### src/rtl/gray_tracker.sv
// Gray-code position tracker: decodes strobed Gray samples, accumulates legal +/-1 steps
// into a signed position, and flags illegal jumps. Define GRAY_SYNC_EN to add 2-flop input synchronizers.
module gray_tracker #(
  parameter int W     = 4,
  parameter int PW    = 16,
  parameter int ERR_W = 8
) (
  input  logic             clk,
  input  logic             rst,
  input  logic [W-1:0]     gray_in,
  input  logic             gray_valid,
  input  logic             clear,
  output logic [W-1:0]     bin_out,
  output logic [PW-1:0]    pos,
  output logic             dir,
  output logic             step,
  output logic             err,
  output logic [ERR_W-1:0] err_cnt,
  output logic [1:0]       state
);

  typedef enum logic [1:0] {
    UNLOCKED = 2'b00,
    LOCKED   = 2'b01,
    FAULT    = 2'b10
  } state_t;

  localparam logic signed [PW-1:0] ONE = PW'(1);

  function automatic logic [W-1:0] gray2bin(input logic [W-1:0] g);
    logic [W-1:0] b;
    b[W-1] = g[W-1];
    for (int i = W - 2; i >= 0; i--) begin
      b[i] = b[i+1] ^ g[i];
    end
    return b;
  endfunction

  function automatic logic [ERR_W-1:0] sat_inc(input logic [ERR_W-1:0] v);
    return (&v) ? v : v + ERR_W'(1);
  endfunction

  logic [W-1:0] samp_gray;
  logic         samp_vld;

`ifdef GRAY_SYNC_EN
  logic [W-1:0] gray_p0, gray_p1;
  logic         vld_p0, vld_p1;

  // stage p0/p1: two-flop synchronizer ahead of decode
  always_ff @(posedge clk) begin
    if (rst) begin
      gray_p0 <= '0;
      gray_p1 <= '0;
      vld_p0  <= 1'b0;
      vld_p1  <= 1'b0;
    end else begin
      gray_p0 <= gray_in;
      gray_p1 <= gray_p0;
      vld_p0  <= gray_valid;
      vld_p1  <= vld_p0;
    end
  end

  assign samp_gray = gray_p1;
  assign samp_vld  = vld_p1;
`else
  assign samp_gray = gray_in;
  assign samp_vld  = gray_valid;
`endif

  state_t                  state_q, state_nx;
  logic [W-1:0]            bin_q, bin_nx;
  logic signed [PW-1:0]    pos_q, pos_nx;
  logic                    dir_q, dir_nx;
  logic                    step_q, step_nx;
  logic                    err_q, err_nx;
  logic [ERR_W-1:0]        err_cnt_q, err_cnt_nx;

  logic [W-1:0] bin_new;
  logic [W-1:0] diff;
  logic         is_up, is_down, is_same;

  // bin_q doubles as the stored last value used for classification
  assign bin_new = gray2bin(samp_gray);
  assign diff    = bin_new - bin_q;
  assign is_same = (diff == '0);
  assign is_up   = (diff == W'(1));
  assign is_down = (diff == {W{1'b1}});

  always_comb begin
    state_nx   = state_q;
    bin_nx     = bin_q;
    pos_nx     = pos_q;
    dir_nx     = dir_q;
    step_nx    = 1'b0;
    err_nx     = 1'b0;
    err_cnt_nx = err_cnt_q;
    if (clear) begin
      state_nx = UNLOCKED;
      pos_nx   = '0;
      dir_nx   = 1'b0;
    end else begin
      case (state_q)
        UNLOCKED: begin
          if (samp_vld) begin
            bin_nx   = bin_new;
            state_nx = LOCKED;
          end
        end
        LOCKED: begin
          if (samp_vld) begin
            bin_nx = bin_new;
            if (is_up) begin
              step_nx = 1'b1;
              dir_nx  = 1'b1;
              pos_nx  = pos_q + ONE;
            end else if (is_down) begin
              step_nx = 1'b1;
              dir_nx  = 1'b0;
              pos_nx  = pos_q - ONE;
            end else if (!is_same) begin
              err_nx     = 1'b1;
              err_cnt_nx = sat_inc(err_cnt_q);
              state_nx   = FAULT;
            end
          end
        end
        FAULT: begin
          if (samp_vld) begin
            bin_nx = bin_new;
            if (is_same || is_up || is_down) begin
              state_nx = LOCKED;
            end else begin
              err_nx     = 1'b1;
              err_cnt_nx = sat_inc(err_cnt_q);
            end
          end
        end
        default: state_nx = UNLOCKED;
      endcase
    end
  end

  // stage out: registered tracker state and outputs
  always_ff @(posedge clk) begin
    if (rst) begin
      state_q   <= UNLOCKED;
      bin_q     <= '0;
      pos_q     <= '0;
      dir_q     <= 1'b0;
      step_q    <= 1'b0;
      err_q     <= 1'b0;
      err_cnt_q <= '0;
    end else begin
      state_q   <= state_nx;
      bin_q     <= bin_nx;
      pos_q     <= pos_nx;
      dir_q     <= dir_nx;
      step_q    <= step_nx;
      err_q     <= err_nx;
      err_cnt_q <= err_cnt_nx;
    end
  end

  assign bin_out = bin_q;
  assign pos     = pos_q;
  assign dir     = dir_q;
  assign step    = step_q;
  assign err     = err_q;
  assign err_cnt = err_cnt_q;
  assign state   = state_q;

endmodule

### config.mk
export PLATFORM = sky130hd
export DESIGN_NAME = gray_tracker
export DESIGN_NICKNAME = d
export VERILOG_FILES = /design/src/rtl/gray_tracker.sv
export SDC_FILE = /design/constraint.sdc
export NUM_CORES = 1
export LEC_CHECK = 0
export ABC_AREA = 0
export CAP_MARGIN = 20
export CORE_UTILIZATION = 50
export DETAILED_ROUTE_END_ITERATION = 16
export PLACE_DENSITY_LB_ADDON = 0.2
export SETUP_SLACK_MARGIN = 0.15
export SLEW_MARGIN = 40
export SYNTH_ARGS = -nofsm -noshare
export SYNTH_HDL_FRONTEND = slang
export SYNTH_SLANG_ARGS = --single-unit
### constraint.sdc
create_clock -name clk -period 12.17 [get_ports clk]
set_input_delay 1.8255 -clock clk [delete_from_list [all_inputs] [get_ports clk]]
set_output_delay 1.8255 -clock clk [all_outputs]
set_load 0.03 [all_outputs]
* Word level (Yosys, flattened, before mapping)
Index checks and enable logic that the tools add are counted.
** Storage, ports and cells
- Flip-flop bits (word level) :: 33
- Input bits :: 8
- Output and inout port bits :: 33
- Logic and storage cells :: 72
** Operators by class
- Reduce and logical (&&, ||, !) cells :: 14
- $add $sub $neg :: 4
- Mux-type cells :: 29
- Equality and inequality tests :: 12
- Bitwise operators :: 6
** Operators by type and width (number)
- $mux 8 :: 7
- $mux 16 :: 2
- $add 16x2->16 const B :: 1
- $ne 2x2->1 const B :: 8
- $pmux 8 s2 :: 1
- $reduce_and 8->1 :: 2
- $sub 16x2->16 const B :: 1
- $mux 2 :: 7
- $mux 1 :: 10
- $add 8x1->8 const B :: 1
- $reduce_and 7->1 :: 1
- $pmux 2 s3 :: 1
- $reduce_and 3->1 :: 2
- $eq 4x1->1 const B :: 1
- $eq 4x4->1 const B :: 1
- $logic_not 4->1 :: 1
- $reduce_bool 2->1 :: 2
- $reduce_or 4->1 :: 1
- $sub 4x4->4 :: 1
- $not 1->1 :: 3
- $reduce_or 3->1 :: 1
- $xor 1x1->1 :: 3
- $eq 2x1->1 const B :: 1
- $eq 2x2->1 const B :: 1
- other kinds (4) :: 5

* Longest topological paths before layout
- Word-level depth :: 10
- Depth in mapped cells :: 17
- Gate-level depth less buffers :: 17

* Worst setup path after synthesis
No wires, ideal clock.
- Path type :: input -> register
- From :: input port gray_in[3]
- To :: register pos_q[12], in the netlist pos[12]
- Stages on the path :: 16
- Library setup time :: 124 ps
- Data required time :: 12046 ps
- Data arrival time :: 5703 ps
- Setup slack :: 6343 ps
- Buffers on the path :: 0
- Path through :: xnor2_1 xnor2_1 xnor2_1 ha_1 fa_1 xor2_1 nand2_1 or3_4 or2_2 ha_1 nor2b_1 o31a_1 o31a_1 o41ai_1 xor2_1 o22ai_1
** On the way
- Cells in the longest elaborated chain, start to end :: 7
- Elaborated cells on any way between the ends :: 9
- Those cells by class :: add/sub (1); eq/ne (2); mux (1); bitwise (3); reduce/logical (2)
** Ends and longest elaborated chain
- from (decl) :: RTL line 10 : input logic [W-1:0] gray_in,
- $xor 1x1->1 (*) (2 in series) :: RTL line 34 : b[i] = b[i+1] ^ g[i];
- net bin_new[1] :: RTL line 80 : logic [W-1:0] bin_new;
- $xor 1x1->1 :: RTL line 34
- $sub 4x4->4 (*) :: RTL line 86 : assign diff = bin_new - bin_q;
- $eq 4x1->1 / $eq 4x4->1 (equally long branches) :: RTL line 88, 89
- $reduce_bool 2->1 (no line)
- $reduce_and 3->1 (no line)
- to (signal assigned) :: RTL line 158 : pos_q <= pos_nx;
- to (decl) :: RTL line 74 : logic signed [PW-1:0] pos_q, pos_nx;
Mark *: on every way through the listed nets, which the timed path passes. The rest lies on a longest branch.
A chain may end at the register's enable or synchronous reset.

* Worst setup path in the final report
Ends and elaborated chain as after synthesis.

==> run_results.csv <==
group,metric,value,unit
cts,hold_buffers,0,
routing,wirelength,4.96,mm
cts,root_buffer,"clkbuf_8",
yosys,syn_area_per_cell,8.42,um2
global_routing,antenna_found_initial,0,
worst_setup_path,start_kind,"input pin",
placement,dp_hpwl,3.74,mm
worst_setup_path,path_class,"input pin to register",
global_routing,grt_pass1_vias,1883,
cts,cts_setup_buffers,0,
sta,tns,0,ns
cts,clkLatencyLatePin,0.29,ns
global_routing,grt.overflow.total,0,
power,power,288,uW
yosys,synth_top_area_share,0.281,
cts,clock_path_buffers,2,
yosys,netlist_instances,279,
layout,final_util,0.648,
status,failed_checks,"DRC",
routing,drc,2,
status,status,"finished, violations left",
worst_setup_path,worst-r2r-setup-slack,8.10,ns
sta,fin_skew,0.00485,ns
worst_hold_path,min_from,"pos[15]$_SDFFE_PP0P_",
routing,via_per_inst,5.58,
yosys,yosys-top-cells-area,"dfxtp_1 (28%), ha_1 (12%), mux2i_1 (5.5%), nor2_1 (5.3%), a21oi_1 (4.9%)",
sta,timing.fmax,0.155,GHz
placement,gp_congestion,0.861,
power,peakVddDrop,53.1,uV
floorplanning,coreArea,0.00444,mm2
layout,multiInputGateArea,0.00162,mm2
floorplanning,fp.dieH,70.6,um
yosys,netlist_top_cells_count,"dfxtp_1 (33), nor2_1 (33), a21oi_1 (23), ha_1 (23), nand2_1 (17)",
cts,post_cts_resized,0,
yosys,syn-num-nets,312,
sta,worst_pin_slew,0.736,ns
layout,area_delta_synth_final,22.5,%
worst_setup_path,cp-end-kind,"register",
yosys,synth_edf_count,0,
floorplanning,die-width,70.6,um
sta,finalCritPeriodShare,0.531,
power,power_leakage,0.00109,uW
floorplanning,start_util,0.529,
yosys,synthFlopType,"dfxtp_1",
worst_setup_path,cp.required,12.32,ns
yosys,synth_seq_area_share,0.281,
sta,min_period,6.46,ns
worst_setup_path,cp_max_fo,16,
layout,drive_gt1_frac,0.0438,
global_routing,grt_max_degree,22,
routing,drt_iter0_markers,102,
worst_setup_path,r2r-start,"bin_out[0]$_SDFFE_PP0P_",
yosys,async_flop_share,0,
cts,htree_levels,2,
worst_hold_path,hold_class,"register to register",
layout,register_area,661,um2
sta,hold_viol_final,0,
yosys,synth_area,0.00235,mm2
yosys,synth_warnings,0,
worst_setup_path,cp_data_arrival_time,6.61,ns
cts,path_clk_slew,0.07,ns
yosys,synth_seq_cells,33,
floorplanning,dieArea,0.00498,mm2
placement,port_buffers,40,
global_routing,grt.total_usage,0.205,
routing,dr.pass1.iters,10,
power,power.density,100,mW/mm2
routing,ant_nets,0,
yosys,post-synth-top-area-cell,"dfxtp_1",
sta,finalSetupViolCount,0,
floorplanning,num_rows,24,
layout,nFillCells,394,
routing,routedWlPerCell,13.3,um
sta,rsz0062_at_grt,"false",
yosys,ys_types,52,
sta,slew_headroom,0.508,
job,drv_cap,0,
layout,num_antenna_cells,0,
worst_setup_path,crit_start,"gray_in[3]",
floorplanning,io_pins,41,
cts,clock_sinks,33,
cts,cts_buffers,5,
layout,nNetsFinal,352,
routing,vias,2076,
sta,maxSlewViolCount,0,
cts,cts_tree,"built",
global_routing,grt_pass1_wl,8.13,mm
==> cell usage in the layout, fill, tap and decap left out, drive strengths merged, types with 4 or more instances in the layout <==
cell type	n
nor3	4
xnor2	11
nor2b	7
dfxtp	33
mux2i	13
clkdlybuf4s50	40
or2	4
o211ai	4
a21oi	23
nor2	33
nand3	6
a211oi	4
o21ai	11
mux2	5
nand2	17
inv	12
ha	23
clkbuf	6
o31ai	4
nand2b	8
==> worst paths after layout <==
| check | endpoint | cells after the start |
|---|---|---|
| worst max register to register | pos[12]$_SDFFE_PP0P_ | 13 |
| worst min-delay path | pos[15]$_SDFFE_PP0P_ | 2 |
| worst min register to register | pos[15]$_SDFFE_PP0P_ | 2 |
| worst max-delay path | pos[12]$_SDFFE_PP0P_ | 17 |
==> registers in the layout, summed over array words and instances (netlist names) <==
name / flops
dir: 1
state: 2
err: 1
bin_out: 4
pos: 16
step: 1
err_cnt: 8
==> worst max-delay path: stages <==
cell and delay [ns]:
clkdlybuf4s50_1 0.47, xnor2_1 0.32, xnor2_1 0.25, xnor2_1 0.14
ha_1 0.22, fa_1 0.39, xor2_1 0.24, nand2_1 0.09
or3_4 0.38, or2_2 0.46, ha_1 0.38, nor2b_1 0.16
o31a_1 0.27, o31a_1 0.35, o41ai_1 0.40, xor2_1 0.19
o22ai_1 0.08
==> cells by family after synthesis <==
kind of cell | after synthesis | share of synthesized area
flip-flops | 33 | 0.281
XOR/XNOR | 14 | 0.0522
adder cells (fa/ha/maj) | 25 | 0.140
AND/OR/NAND/NOR | 99 | 0.212
AO/OA/AOI/OAI | 71 | 0.203
buffers and inverters | 19 | 0.0325
multiplexers | 18 | 0.0793
==> through the flow <==
| stage | setup WS (ns) | hold slack (ns) | area [um2] | std cells |
|---|---|---|---|---|
| final | 5.71 | 0.484 | 2880 | 372 |
| after global routing | 5.42 | 0.509 | 2880 | 372 |
| after CTS | 5.70 | 0.481 | 2880 | 372 |
| after detailed placement | 5.41 | 0.462 | 2800 | 364 |
| after global placement | 5.59 | 0.458 | 2790 | 364 |
| after floorplan | 6.34 | 0.586 | 2350 | 279 |
==> report_power, final <==
part | internal (uW) | switching, uW | total, uW
clock network | 39.6 | 41.8 | 81.5
logic | 40.2 | 54.0 | 94.2
registers | 110 | 2.45 | 113
total | 190 | 98.3 | 288
==> layer usage <==
| layer | GRT usage | wire (um) | vias up |
|---|---|---|---|
| met1 | 0.240 | 2320 | 936 |
| met3 | 0.0541 | 212 | 13 |
| met5 | 0 | 0 | - |
| li1 | - | - | 1086 |
| met2 | 0.345 | 2270 | 41 |
| met4 | 0.111 | 154 | 0 |
==> cell type report <==
class                           instances  share of cell area
Inverter                               12              0.0157
Clock inverter                          2             0.00348
Tap cell                               52              0.0226
Clock buffer                            6              0.0252
Multi-Input combinational cell        227               0.564
Sequential cell                        33               0.230
Timing Repair Buffer                   40               0.139
(Power assumes the default switching activity.)
